--- src/rtl/sher_fetch_queue_if.sv ---
`default_nettype none
// ---------------------------------------------------------------------------
// sher_fetch_queue_if : memory, redirect and instruction handshake bundle
// Rev 1.0
// ---------------------------------------------------------------------------
interface sher_fetch_queue_if #(
  parameter int DATA_WIDTH = 16,
  parameter int ADDR_WIDTH = 16
);
  logic                  mem_req;
  logic [ADDR_WIDTH-1:0] mem_addr;
  logic                  mem_ack;
  logic [DATA_WIDTH-1:0] mem_rdata;
  logic                  redirect;
  logic [ADDR_WIDTH-1:0] redirect_pc;
  logic                  inst_valid;
  logic                  inst_ready;
  logic [DATA_WIDTH-1:0] IRO;
  logic [DATA_WIDTH-1:0] IRT;
  logic [ADDR_WIDTH-1:0] inst_pc;
  logic                  halted;

  modport master (
    output mem_req, mem_addr, inst_valid, IRO, IRT, inst_pc, halted,
    input  mem_ack, mem_rdata, redirect, redirect_pc, inst_ready
  );

  modport slave (
    input  mem_req, mem_addr, inst_valid, IRO, IRT, inst_pc, halted,
    output mem_ack, mem_rdata, redirect, redirect_pc, inst_ready
  );
endinterface
`default_nettype wire

--- src/rtl/sher_fetch_queue.sv ---
`default_nettype none
// ---------------------------------------------------------------------------
// sher_fetch_queue : two-word instruction fetch with pair FIFO and redirect
// Optional halt detection: SHER_FETCH_HALT_DETECT_EN.   Rev 1.0
// ---------------------------------------------------------------------------
module sher_fetch_queue #(
  parameter int DATA_WIDTH = 16,
  parameter int ADDR_WIDTH = 16,
  parameter int DEPTH      = 2,
  parameter int RESET_PC   = 0
) (
  input  logic               CLK,
  input  logic               reset,
  sher_fetch_queue_if.master bus
);

  localparam int C_PTR_W = $clog2(DEPTH);
  localparam int C_CNT_W = $clog2(DEPTH + 1);
  localparam logic [C_CNT_W-1:0]    C_CNT_FULL = C_CNT_W'(DEPTH);
  localparam logic [ADDR_WIDTH-1:0] C_RESET_PC = ADDR_WIDTH'(RESET_PC);
  localparam logic [ADDR_WIDTH-1:0] C_STEP     = ADDR_WIDTH'(4);
  localparam logic [ADDR_WIDTH-1:0] C_HALF     = ADDR_WIDTH'(2);
  localparam logic [ADDR_WIDTH-1:0] C_BIT0     = ADDR_WIDTH'(1);

  typedef enum logic [1:0] {
    FETCH_LO = 2'd0,
    FETCH_HI = 2'd1,
    DRAIN    = 2'd2,
    HALT     = 2'd3
  } state_t;

  state_t                state_q,    state_d;
  logic [ADDR_WIDTH-1:0] pc_q,       pc_d;
  logic [DATA_WIDTH-1:0] lo_q,       lo_d;
  logic                  mem_req_q,  mem_req_d;
  logic [ADDR_WIDTH-1:0] mem_addr_q, mem_addr_d;
  logic [C_PTR_W-1:0]    rd_ptr_q,   rd_ptr_d;
  logic [C_PTR_W-1:0]    wr_ptr_q,   wr_ptr_d;
  logic [C_CNT_W-1:0]    count_q,    count_d;
  logic                  halted_q,   halted_d;
  logic                  inst_valid_q, inst_valid_d;
  logic [DATA_WIDTH-1:0] iro_q,      iro_d;
  logic [DATA_WIDTH-1:0] irt_q,      irt_d;
  logic [ADDR_WIDTH-1:0] inst_pc_q,  inst_pc_d;
  logic [DATA_WIDTH-1:0] fifo_lo_q [DEPTH];
  logic [DATA_WIDTH-1:0] fifo_lo_d [DEPTH];
  logic [DATA_WIDTH-1:0] fifo_hi_q [DEPTH];
  logic [DATA_WIDTH-1:0] fifo_hi_d [DEPTH];
  logic [ADDR_WIDTH-1:0] fifo_pc_q [DEPTH];
  logic [ADDR_WIDTH-1:0] fifo_pc_d [DEPTH];

  logic w_ack;
  logic w_pop;
  logic w_push;
  logic w_halt_hit;

  // Acks are only meaningful against our own outstanding request.
  assign w_ack = mem_req_q & bus.mem_ack;
  assign w_pop = inst_valid_q & bus.inst_ready;

`ifdef SHER_FETCH_HALT_DETECT_EN
  assign w_halt_hit = (lo_q == DATA_WIDTH'(16'h8053)) && (bus.mem_rdata == '0);
`else
  assign w_halt_hit = 1'b0;
`endif

  always_comb begin
    state_d    = state_q;
    pc_d       = pc_q;
    lo_d       = lo_q;
    mem_req_d  = mem_req_q;
    mem_addr_d = mem_addr_q;
    rd_ptr_d   = rd_ptr_q;
    wr_ptr_d   = wr_ptr_q;
    count_d    = count_q;
    halted_d   = halted_q;
    fifo_lo_d  = fifo_lo_q;
    fifo_hi_d  = fifo_hi_q;
    fifo_pc_d  = fifo_pc_q;
    w_push     = 1'b0;

    if (bus.redirect) begin
      rd_ptr_d = '0;
      wr_ptr_d = '0;
      count_d  = '0;
      pc_d     = bus.redirect_pc & ~C_BIT0;
      halted_d = 1'b0;
      // An unacked request must still complete on the bus; its data is dropped.
      if (mem_req_q && !bus.mem_ack) begin
        state_d = DRAIN;
      end else begin
        state_d   = FETCH_LO;
        mem_req_d = 1'b0;
      end
    end else begin
      case (state_q)
        FETCH_LO: begin
          if (mem_req_q) begin
            if (w_ack) begin
              lo_d       = bus.mem_rdata;
              mem_addr_d = pc_q + C_HALF;
              state_d    = FETCH_HI;
            end
          end else if (count_q != C_CNT_FULL) begin
            mem_req_d  = 1'b1;
            mem_addr_d = pc_q;
          end
        end
        FETCH_HI: begin
          if (w_ack) begin
            w_push    = 1'b1;
            pc_d      = pc_q + C_STEP;
            mem_req_d = 1'b0;
            if (w_halt_hit) begin
              state_d  = HALT;
              halted_d = 1'b1;
            end else begin
              state_d = FETCH_LO;
            end
          end
        end
        DRAIN: begin
          if (w_ack) begin
            mem_req_d = 1'b0;
            state_d   = FETCH_LO;
          end
        end
        HALT: begin
          mem_req_d = 1'b0;
        end
        default: begin
          state_d   = FETCH_LO;
          mem_req_d = 1'b0;
        end
      endcase

      if (w_push) begin
        fifo_lo_d[wr_ptr_q] = lo_q;
        fifo_hi_d[wr_ptr_q] = bus.mem_rdata;
        fifo_pc_d[wr_ptr_q] = pc_q;
        wr_ptr_d            = wr_ptr_q + 1'b1;
      end
      if (w_pop) begin
        rd_ptr_d = rd_ptr_q + 1'b1;
      end
      if (w_push && !w_pop) begin
        count_d = count_q + 1'b1;
      end else if (!w_push && w_pop) begin
        count_d = count_q - 1'b1;
      end
    end

    // Head outputs are registered from the post-update FIFO and hold when empty.
    inst_valid_d = (count_d != '0);
    iro_d        = iro_q;
    irt_d        = irt_q;
    inst_pc_d    = inst_pc_q;
    if (count_d != '0) begin
      iro_d     = fifo_lo_d[rd_ptr_d];
      irt_d     = fifo_hi_d[rd_ptr_d];
      inst_pc_d = fifo_pc_d[rd_ptr_d];
    end
  end

  always_ff @(posedge CLK or negedge reset) begin
    if (!reset) begin
      state_q      <= FETCH_LO;
      pc_q         <= C_RESET_PC;
      lo_q         <= '0;
      mem_req_q    <= 1'b0;
      mem_addr_q   <= '0;
      rd_ptr_q     <= '0;
      wr_ptr_q     <= '0;
      count_q      <= '0;
      halted_q     <= 1'b0;
      inst_valid_q <= 1'b0;
      iro_q        <= '0;
      irt_q        <= '0;
      inst_pc_q    <= '0;
      fifo_lo_q    <= '{default: '0};
      fifo_hi_q    <= '{default: '0};
      fifo_pc_q    <= '{default: '0};
    end else begin
      state_q      <= state_d;
      pc_q         <= pc_d;
      lo_q         <= lo_d;
      mem_req_q    <= mem_req_d;
      mem_addr_q   <= mem_addr_d;
      rd_ptr_q     <= rd_ptr_d;
      wr_ptr_q     <= wr_ptr_d;
      count_q      <= count_d;
      halted_q     <= halted_d;
      inst_valid_q <= inst_valid_d;
      iro_q        <= iro_d;
      irt_q        <= irt_d;
      inst_pc_q    <= inst_pc_d;
      fifo_lo_q    <= fifo_lo_d;
      fifo_hi_q    <= fifo_hi_d;
      fifo_pc_q    <= fifo_pc_d;
    end
  end

  assign bus.mem_req    = mem_req_q;
  assign bus.mem_addr   = mem_addr_q;
  assign bus.inst_valid = inst_valid_q;
  assign bus.IRO        = iro_q;
  assign bus.IRT        = irt_q;
  assign bus.inst_pc    = inst_pc_q;
  assign bus.halted     = halted_q;

endmodule
`default_nettype wire

--- src/flat_wrapper.sv ---
// flat-port wrapper written by rule: the top's interface ports become plain ports
module sher_fetch_queue_flat 
#(
  parameter int DATA_WIDTH = 16,
  parameter int ADDR_WIDTH = 16,
  parameter int DEPTH      = 2,
  parameter int RESET_PC   = 0
)
  (CLK, reset, bus_mem_req, bus_mem_addr, bus_inst_valid, bus_IRO, bus_IRT, bus_inst_pc, bus_halted, bus_mem_ack, bus_mem_rdata, bus_redirect, bus_redirect_pc, bus_inst_ready);
  sher_fetch_queue_if #(.DATA_WIDTH(DATA_WIDTH), .ADDR_WIDTH(ADDR_WIDTH)) bus_i ();
  input  logic CLK;
  input  logic reset;
  output wire logic [$bits(bus_i.mem_req)-1:0] bus_mem_req;
  output wire logic [$bits(bus_i.mem_addr)-1:0] bus_mem_addr;
  output wire logic [$bits(bus_i.inst_valid)-1:0] bus_inst_valid;
  output wire logic [$bits(bus_i.IRO)-1:0] bus_IRO;
  output wire logic [$bits(bus_i.IRT)-1:0] bus_IRT;
  output wire logic [$bits(bus_i.inst_pc)-1:0] bus_inst_pc;
  output wire logic [$bits(bus_i.halted)-1:0] bus_halted;
  input wire logic [$bits(bus_i.mem_ack)-1:0] bus_mem_ack;
  input wire logic [$bits(bus_i.mem_rdata)-1:0] bus_mem_rdata;
  input wire logic [$bits(bus_i.redirect)-1:0] bus_redirect;
  input wire logic [$bits(bus_i.redirect_pc)-1:0] bus_redirect_pc;
  input wire logic [$bits(bus_i.inst_ready)-1:0] bus_inst_ready;
  assign bus_mem_req = bus_i.mem_req;
  assign bus_mem_addr = bus_i.mem_addr;
  assign bus_inst_valid = bus_i.inst_valid;
  assign bus_IRO = bus_i.IRO;
  assign bus_IRT = bus_i.IRT;
  assign bus_inst_pc = bus_i.inst_pc;
  assign bus_halted = bus_i.halted;
  assign bus_i.mem_ack = bus_mem_ack;
  assign bus_i.mem_rdata = bus_mem_rdata;
  assign bus_i.redirect = bus_redirect;
  assign bus_i.redirect_pc = bus_redirect_pc;
  assign bus_i.inst_ready = bus_inst_ready;
  sher_fetch_queue #(.DATA_WIDTH(DATA_WIDTH), .ADDR_WIDTH(ADDR_WIDTH), .DEPTH(DEPTH), .RESET_PC(RESET_PC)) u_core (.CLK(CLK), .reset(reset), .bus(bus_i));
endmodule
--- config.mk ---
export PLATFORM = sky130hd
export DESIGN_NAME = sher_fetch_queue_flat
export DESIGN_NICKNAME = d
export VERILOG_FILES = /design/src/rtl/sher_fetch_queue_if.sv /design/src/rtl/sher_fetch_queue.sv /design/src/flat_wrapper.sv
export SDC_FILE = /design/constraint.sdc
export NUM_CORES = 1
export LEC_CHECK = 0
export ABC_AREA = 1
export CELL_PAD_IN_SITES_DETAIL_PLACEMENT = 0
export CELL_PAD_IN_SITES_GLOBAL_PLACEMENT = 1
export CORE_MARGIN = 5
export CORE_UTILIZATION = 45
export DETAILED_ROUTE_END_ITERATION = 7
export HOLD_SLACK_MARGIN = 0.12
export PLACE_DENSITY_LB_ADDON = 0.1
export SETUP_SLACK_MARGIN = 0.02
export SYNTH_ARGS = -nofsm -noshare
export SYNTH_HDL_FRONTEND = slang
export SYNTH_SLANG_ARGS = --single-unit
export TNS_END_PERCENT = 100
--- constraint.sdc ---
create_clock -name CLK -period 2.47 [get_ports CLK]
set_input_delay 0.247 -clock CLK [delete_from_list [all_inputs] [get_ports CLK]]
set_output_delay 0.247 -clock CLK [all_outputs]
set_load 0.02 [all_outputs]
# Word-level counts from Yosys, hierarchy flattened
# Cells that the tools add are included.
[op_classes] n_lt_le_gt_ge=3 n_addsub=6 n_reduce_logical=20 eq_ne=9 mux=48 bitwise_logic=5
[op_table] op="$mux 16" count=16
[op_table] op="$mux 32" count=6
[op_table] op="$bwmux 32" count=3
[op_table] op="$add 16x2->16 const B" count=1
[op_table] op="$add 16x3->16 const B" count=1
[op_table] op="$demux 16 s1" count=1
[op_table] op="$mux 2" count=8
[op_table] op="$mux 1" count=12
[op_table] op="$reduce_and 4->1" count=3
[op_table] op="$reduce_bool 2->1" count=5
[op_table] op="$ne 2x2->1 const B" count=3
[op_table] op="$ne 3x2->1 const B" count=2
[op_table] op="$eq 2x2->1 const B" count=2
[op_table] op="$ge 2x2->1 const B" count=2
[op_table] op="$logic_and 1x1->1" count=4
[op_table] op="$not 1->2" count=2
[op_table] op="$pmux 2 s2" count=1
[op_table] op="$reduce_and 2->1" count=2
[op_table] op="$logic_not 1->1" count=3
[op_table] op="$ne 3x1->1 const B" count=1
[op_table] op="$pmux 1 s3" count=1
[op_table] op="$reduce_bool 3->1" count=1
[op_table] op="$add 1x1->1 const B" count=2
[op_table] op="$add 2x1->2 const B" count=1
[op_table] op="other kinds (7)" count=8
[totals] output_inout_bits=67 in_bits=37 register_bits=200

# Depth between registers and ports, before layout
# Gate-level depths: netlist (run 1).
[logic_depth] ltp_word=11 mapped_depth=13

# Worst setup path before layout (run 1)
# No wires, ideal clock.
[synth_path] kind="reg-to-reg" from="register u_core.state_q[1]" to="register u_core.irt_q[10] (netlist: u_core.bus.IRT[10])" path_stages_with_launch=12 required_ns=2.353 period_less_slack_ns=1.705 arrival_time_ns=1.588 setup_time_ns=0.117 slack_ns=0.765 cell_sequence="dfrtp_1 inv_1 ha_1 nand3_2 nor2_2 buf_2 buf_2 nand3_1 nand3_1 nand2_1 nand2_1 nand2_1"
[synth_between] elab_chain_cells=9 word_cells_on_any_way=15 cone_classes="1 x eq/ne; 10 x mux; 4 x reduce/logical"
[synth_lines] item="start, declared" line_no="sher_fetch_queue.sv:32" rtl="state_t state_q, state_d;"
[synth_lines] item="start signal, assigned" line_no="sher_fetch_queue.sv:184" rtl="state_q <= state_d;"
[synth_lines] item="$eq 2x1->1 (*)" line_no="sher_fetch_queue.sv:96" rtl="case (state_q)"
[synth_lines] item="$mux 1 (*)" line_no="sher_fetch_queue.sv:96"
[synth_lines] item="$mux 1 (*)" line_no="sher_fetch_queue.sv:82" rtl="if (bus.redirect) begin"
[synth_lines] item="$logic_not 1->1" line_no="sher_fetch_queue.sv:148" rtl="end else if (!w_push && w_pop) begin"
[synth_lines] item="$logic_and 1x1->1" line_no="sher_fetch_queue.sv:148"
[synth_lines] item="$mux 2" line_no="sher_fetch_queue.sv:148"
[synth_lines] item="$mux 2" line_no="sher_fetch_queue.sv:146" rtl="if (w_push && !w_pop) begin"
[synth_lines] item="$mux 2" line_no="sher_fetch_queue.sv:82"
[synth_lines] item="$reduce_bool 2->1" line_no="sher_fetch_queue.sv:158" rtl="if (count_d != '0) begin"
[synth_lines] item="end signal, assigned" line_no="sher_fetch_queue.sv:195" rtl="irt_q <= irt_d;"
[synth_lines] item="end, declared" line_no="sher_fetch_queue.sv:43" rtl="logic [DATA_WIDTH-1:0] irt_q, irt_d;"
# Every way passes the cells marked *; elsewhere a longest branch is shown, timed or not. The select of a mux whose other input is x is not followed.
# A chain may end at the register's enable or synchronous reset.

# Worst setup path after layout (run 1)
[layout_path] from="register u_core.state_q[1]" to="register u_core.inst_pc_q[6] (netlist: u_core.bus.inst_pc[6])"
[layout_between] elab_chain_cells=9 word_cells_on_any_way=15 cone_classes="1 x eq/ne; 10 x mux; 4 x reduce/logical"
[layout_lines] item="$eq 2x1->1 (*)" line_no="sher_fetch_queue.sv:96"
[layout_lines] item="$mux 1 (*)" line_no="sher_fetch_queue.sv:96"
[layout_lines] item="$mux 1 (*)" line_no="sher_fetch_queue.sv:82"
[layout_lines] item="$logic_not 1->1" line_no="sher_fetch_queue.sv:148"
[layout_lines] item="$logic_and 1x1->1" line_no="sher_fetch_queue.sv:148"
[layout_lines] item="$mux 2" line_no="sher_fetch_queue.sv:148"
[layout_lines] item="$mux 2" line_no="sher_fetch_queue.sv:146"
[layout_lines] item="$mux 2" line_no="sher_fetch_queue.sv:82"
[layout_lines] item="$reduce_bool 2->1" line_no="sher_fetch_queue.sv:158"
[layout_lines] item="end signal, assigned" line_no="sher_fetch_queue.sv:196" rtl="inst_pc_q <= inst_pc_d;"
[layout_lines] item="end, declared" line_no="sher_fetch_queue.sv:44" rtl="logic [ADDR_WIDTH-1:0] inst_pc_q, inst_pc_d;"
# Marks and branches as above.

==> results.json, run 1 <==
{
  "outcome": "complete, no violations",
  "clock.fmax_mhz": 495,
  "regArea_um2": 4950,
  "slew_headroom_pct": 57.7,
  "dp.final_hpwl_um": 16100,
  "total_power_mw": 12.7,
  "io_buffers": 100,
  "die_w_um": 157,
  "syn-cell-area_um2": 9750,
  "synth.largest_area_cell": "dfrtp_1",
  "synth_xor_area_share_pct": 0.809,
  "cts_resized": 0,
  "die_y_um": 157,
  "tightest_slew_ns": 0.634,
  "grt-ovfl-total": 0,
  "final_area_um2": 11800,
  "vias": 8040,
  "critPathKind": "reg2reg",
  "drt_iter0_drc": 715,
  "setup_viol": 0,
  "cp-start-kind": "flip-flop",
  "maxCapViolCount": 0,
  "fill_cells": 2032,
  "cp.required_ns": 2.85,
  "synth_top_cells_by_area": "dfrtp_1 51%, nand3_1 14%, nand2_1 13%",
  "post-route-period-util_pct": 81.8,
  "cts_buffer_depth": 2,
  "post-route-min-period_ns": 2.02,
  "switching_share_pct": 37.2,
  "hold_buffers": 1,
  "drcViolationCount": 0,
  "crit_top_cell": "nand2_1",
  "grt_pass1_vias": 7976,
  "cts_buffers": 17,
  "grt_use_total_pct": 20.8,
  "arrival_ns": 2.40,
  "vias_per_cell": 4.98,
  "antenna_found_initial": 0,
  "muxShareOfSynthArea_pct": 0,
  "synth.top_cell.area_share_pct": 50.8,
  "ant_nets": 0,
  "synth_edf_count": 0,
  "syn2layout_area_growth_pct": 20.8,
  "cts_tree": "built",
  "tns_ns": 0,
  "peakVddDrop_uv": 614,
  "pwr-share-clk_pct": 22.3,
  "die_area_um2": 24700,
  "power.leakage_nw": 5.82,
  "wl_met3_um": 1110,
  "power.switching_mw": 4.73,
  "intPower_mw": 7.97,
  "cts_htree_levels": 4,
  "power_density_nw_per_um2": 1080,
  "io_pins": 104,
  "clockRootBuffer": "clkbuf_16",
  "synth_commonest_cells": "336 x nand2_1, 267 x nand3_1, 198 x dfrtp_1, 171 x inv_1, 94 x and2_1",
  "cts_setup_buffers": 0,
  "crit_buf_inv": 2,
  "hold_viol": 0,
  "crit_path_cell_trace": "inv_1 -> ha_1 -> nand3_2 -> nor2_4 -> nand2_1 -> buf_12 -> nand2_1 -> nand3_1 -> nand2_1 -> nand2_1 -> nand2_1",
  "highest_layer": "met4",
  "drive_gt1_share_pct": 5.38,
  "routed_wl_um": 24600,
  "gp_congestion": 0.879,
  "synthAdderAreaFrac_pct": 0.642,
  "hold_path.class": "in2async",
  "nNetsFinal": 1368,
  "post_drt_wl_per_cell_um": 15.2,
  "synth_top_family_by_area": "simple AND/OR/NAND/NOR gates",
  "start_util_pct": 46.1,
  "crit_fanout": 38,
  "synth_ff_type": "dfrtp_1",
  "yosys.area_share.simple_pct": 34.2,
  "met1_length_um": 12500,
  "synth_compound_area_share_pct": 3.59,
  "critPathTopFamily": "simple AND/OR/NAND/NOR gates",
  "cts_num_sinks": 198,
  "yosysMostFrequentCell": "nand2_1",
  "num_rows": 53,
  "grt_pass1_wl_um": 41400,
  "met2_length_um": 10700,
  "ys_seq_area_share_pct": 50.8,
  "skew_ns": 0.0160,
  "dr.pass1.iters": 4,
  "power_frac_comb_pct": 40.0,
  "seqPwrFrac_pct": 37.7,
  "async_flop_share_pct": 100,
  "drv_slew": 0,
  "syn_inst": 1242,
  "syn_avg_cell_area_um2": 7.85,
  "coreArea_um2": 21200,
  "worst_path_max_delay_cell": "dfrtp_1",
  "synth-seq-cells": 198,
  "crit_path_max_incr_delay_ns": 0.36,
  "synth_cell_types": 31,
  "grt_max_degree": 61,
  "place_area_um2": 11200,
  "multi_input_area_um2": 3850,
  "diodes": 0,
  "rsz0062_at_grt": "no",
  "endpoint_kind": "flip-flop",
  "yosys_warnings": 0,
  "clkTransAtPathRegs_ns": 0.08,
  "clkLatencyLatePin_ns": 0.44
}
==> power groups by stage <==
stage	logic [mW]	clock network, mW	registers, mW
floorplan	2.48	0	5.41
global placement	5.07	0	4.82
detailed placement	5.11	0	4.85
CTS	5.15	2.90	4.79
global route	5.70	3.04	4.93
finish	5.08	2.83	4.78
==> stage by stage <==
stage | hold slack (ns) | utilization (%) | setup WS [ns] | std cells
3_3_place_gp | 0.275 | 52.7 | 0.292 | 1581
4_1_cts | 0.366 | 55.6 | 0.430 | 1614
5_1_grt | 0.393 | 55.6 | 0.236 | 1614
3_5_place_dp | 0.278 | 52.7 | 0.266 | 1581
6_report | 0.355 | 55.6 | 0.449 | 1614
2_1_floorplan | -0.0486 | - | 0.765 | 1243
==> registers in the layout (all words and copies together), names as in the netlist <==
name / cells
u_core.wr_ptr_q: 1
u_core.rd_ptr_q: 1
u_core.count_q: 2
u_core.bus.IRT: 16
u_core.fifo_hi_q: 32
u_core.fifo_lo_q: 32
u_core.bus.IRO: 16
u_core.bus.inst_pc: 16
u_core.fifo_pc_q: 32
u_core.lo_q: 16
u_core.bus.mem_addr: 15
u_core.state_q: 2
u_core.pc_q: 15
u_core.bus.mem_req: 1
u_core.bus.inst_valid: 1
==> cell families after synthesis <==
group / count (synthesis)
AOI/OAI and AO/OA: 63
xor gates and xnor gates: 9
adders and majority gates: 5
buffers and inverters: 238
DFF: 198
other: 1
and+or+nand+nor: 728
==> layout by cell type (no fill, tap or decap), types with 3 or more instances in the layout <==
cell type,netlist,final
a21oi_1,9,9
and2_1,94,94
buf_12,0,11
buf_4,8,18
clkbuf_16,0,17
clkbuf_8,0,4
clkdlybuf4s50_1,0,99
clkinv_4,0,4
dfrtp_1,198,198
ha_1,5,5
inv_1,171,171
inv_8,0,3
nand2_1,336,336
nand3_1,267,265
nand3_2,3,5
nor2_1,21,21
o211ai_1,5,5
o21ai_0,38,38
o22ai_1,3,3
xor2_1,9,9
==> path summary, 6_finish.rpt <==
check | startpoint | to | slack (ns) | depth (start not counted)
max | u_core.state_q[1] | u_core.bus.inst_pc[6] | 0.45 | 11
min in group CLK | bus_redirect_pc[8] | u_core.pc_q[8] | 0.38 | 3
max in group asynchronous | reset | u_core.bus.IRT[8] | 1.38 | 3
max reg2reg | u_core.state_q[1] | u_core.bus.inst_pc[6] | 0.45 | 11
min | reset | u_core.bus.mem_addr[8] | 0.35 | 2
min reg2reg | u_core.fifo_pc_q[16] | u_core.fifo_pc_q[16] | 0.47 | 2
==> layer usage <==
metal	vias up	GRT usage, %
met1	3804	32.3
met2	168	31.1
met5	-	0
li1	4051	-
met4	0	4.30
met3	17	3.13
==> cell type report <==
type / count / share of cell area (%)
Sequential cell: 198 / 42.1
Inverter: 172 / 5.48
Tap cell: 275 / 2.92
Clock inverter: 12 / 1.18
Clock buffer: 20 / 3.96
Multi-Input combinational cell: 807 / 32.7
Timing Repair Buffer: 130 / 11.6
(Power assumes the default switching activity.)
==> run 2, diff against run 1 <==
Settings changed: CORE_UTILIZATION 45 to 38.
Clock period 2.47 ns to 1.72 ns, I/O delays scaled along.
==> run 2 against run 1 <==
Compared with the run above:
- clock power increased by 40%
- flip-flop and latch count unchanged
- maximum frequency increased by 19%
- first-iteration DRC count decreased by 16%
- global-route usage decreased by 1.5 points
- sequential power increased by 45%
- die area increased by 17%
- routed wire length increased by 21%
- critical path depth decreased by 1
==> results.json, run 2 (same netlist as run 1, synthesis figures left out) <==
{
  "clockRootBuffer": "clkbuf_16",
  "place_area_um2": 11500,
  "vias": 8346,
  "io_buffers": 100,
  "grt-ovfl-total": 0,
  "power.switching_mw": 7.38,
  "num_rows": 58,
  "cp.required_ns": 2.09,
  "maxCapViolCount": 0,
  "drive_gt1_share_pct": 11.5,
  "hold_path.class": "in2async",
  "dp.final_hpwl_um": 18100,
  "intPower_mw": 11.7,
  "routed_wl_um": 29900,
  "endpoint_kind": "flip-flop",
  "critPathKind": "reg2reg",
  "worstRegToRegCells": 10,
  "die_w_um": 170,
  "crit_fanout": 8,
  "final_area_um2": 12700,
  "reg2reg_to": "u_core.bus.IRT[5]",
  "tns_ns": 0,
  "diodes": 0,
  "ff2ff_setup_slack_ns": 0.02,
  "switching_share_pct": 38.7,
  "grt.met2_usage_pct": 29.8,
  "grt_use_total_pct": 19.4,
  "die_y_um": 170,
  "clock.fmax_mhz": 589,
  "cts_htree_levels": 4,
  "r2r-start": "u_core.count_q[1]",
  "power_frac_comb_pct": 43.0,
  "clkTransAtPathRegs_ns": 0.08,
  "start_util_pct": 38.6,
  "ant_nets": 0,
  "grt.busiest_layer": "met2",
  "cp-start-kind": "flip-flop",
  "coreArea_um2": 25300,
  "vias_per_cell": 4.86,
  "grtUsageMet3_pct": 3.16,
  "met1_usage_pct": 29.0,
  "clkLatencyLatePin_ns": 0.46,
  "syn2layout_area_growth_pct": 30.6,
  "cts_buffer_depth": 2,
  "post-route-min-period_ns": 1.70,
  "outcome": "complete, no violations",
  "rsz0062_at_grt": "yes",
  "post_drt_wl_per_cell_um": 17.4,
  "hold_viol": 0,
  "drv_slew": 0,
  "final_common_cell": "nand2_1",
  "grt_pass1_vias": 8253,
  "drcViolationCount": 0,
  "skew_ns": 0.0265,
  "setup_viol": 0,
  "arrival_ns": 2.07,
  "grt_max_degree": 60,
  "cts_tree": "built",
  "pwr-share-clk_pct": 20.7,
  "peakVddDrop_uv": 917,
  "io_pins": 104,
  "cts_buffers": 17,
  "die_area_um2": 29000,
  "antenna_found_initial": 0,
  "gp_congestion": 0.825,
  "grt_pass1_wl_um": 44700,
  "power.leakage_nw": 6.28,
  "largest_registers": "u_core.fifo_hi_q x32, u_core.fifo_lo_q x32, u_core.fifo_pc_q x32",
  "total_power_mw": 19.1,
  "drt_iter0_drc": 602,
  "seqPwrFrac_pct": 36.3,
  "cts_num_sinks": 198,
  "post-route-period-util_pct": 98.8,
  "layout_common_cells": "316 x nand2_1, 253 x nand3_1, 198 x dfrtp_1, 169 x inv_1, 95 x clkdlybuf4s50_1",
  "dr.pass1.iters": 5,
  "nNetsFinal": 1417,
  "power_density_nw_per_um2": 1500
}
run 2: repair_timing:
action                                 4_1_cts  5_1_grt
setup endpoints to repair                  110       58
resized for setup                           13       65
endpoints found under the hold margin      198        0
pin swaps                                    2       13
cloned                                       0       15
hold buffers                                 1        0
buffers inserted                             2        5
run 2: through the flow:
| step | utilization (%) | std cells | setup WS, ns | hold WS (ns) |
|---|---|---|---|---|
| floorplan | - | 1243 | 0.0437 | -0.124 |
| global placement | 45.4 | 1663 | -0.239 | 0.0944 |
| detailed placement | 45.4 | 1663 | -0.250 | 0.0944 |
| CTS | 48.0 | 1698 | 0.0258 | 0.178 |
| global route | 50.4 | 1718 | -0.0750 | 0.197 |
| finish | 50.4 | 1718 | 0.0209 | 0.181 |
run 2: power groups by stage:
stage | clock, mW | combinational (mW) | sequential (mW)
2_1_floorplan | 0 | 3.56 | 7.77
6_report | 3.95 | 8.20 | 6.93
3_5_place_dp | 0 | 7.56 | 6.99
4_1_cts | 4.00 | 7.63 | 6.93
5_1_grt | 4.21 | 9.09 | 7.11
3_3_place_gp | 0 | 7.51 | 6.99
run 2: how the worst max path moves through the flow:
| stage | startpoint | endpoint | slack (ns) | cells past startpoint |
|---|---|---|---|---|
| 2_1_floorplan | u_core.state_q[1] | u_core.bus.IRT[10] | 0.04 | 11 |
| 3_3_place_gp | bus_mem_ack | u_core.bus.IRO[6] | -0.24 | 10 |
| 3_5_place_dp | bus_mem_ack | u_core.bus.IRT[6] | -0.25 | 10 |
| 4_1_cts | u_core.state_q[1] | u_core.bus.IRO[6] | 0.03 | 12 |
| 5_1_grt | u_core.state_q[1] | u_core.bus.IRT[8] | -0.08 | 12 |
| 6_report | u_core.count_q[1] | u_core.bus.IRT[5] | 0.02 | 10 |
run 2: area by class of cell:
class | count | area [um^2]
clock buffer | 19 | 443
clock inverter | 13 | 115
fill | 2489 | 12500
inverter | 172 | 648
multi-input combinational | 807 | 4060
sequential | 198 | 4950
tap | 330 | 413
timing repair buffer | 179 | 2100
run 2: metal layers:
metal / share of wire, % / vias up
met3: 3.8 / 15
met2: 46 / 151
met5: 0 / -
met4: 0.67 / 0
met1: 50 / 4019
li1: - / 4161
run 2: worst max-delay path, cell delays in order, from the launching register on:
cell,delay (ns)
dfrtp_1,0.41
ha_4,0.29
inv_1,0.03
nand3_1,0.07
nand2_1,0.06
inv_1,0.10
nand3_4,0.16
nand2_8,0.18
buf_4,0.18
nand2_1,0.07
nand2_1,0.06
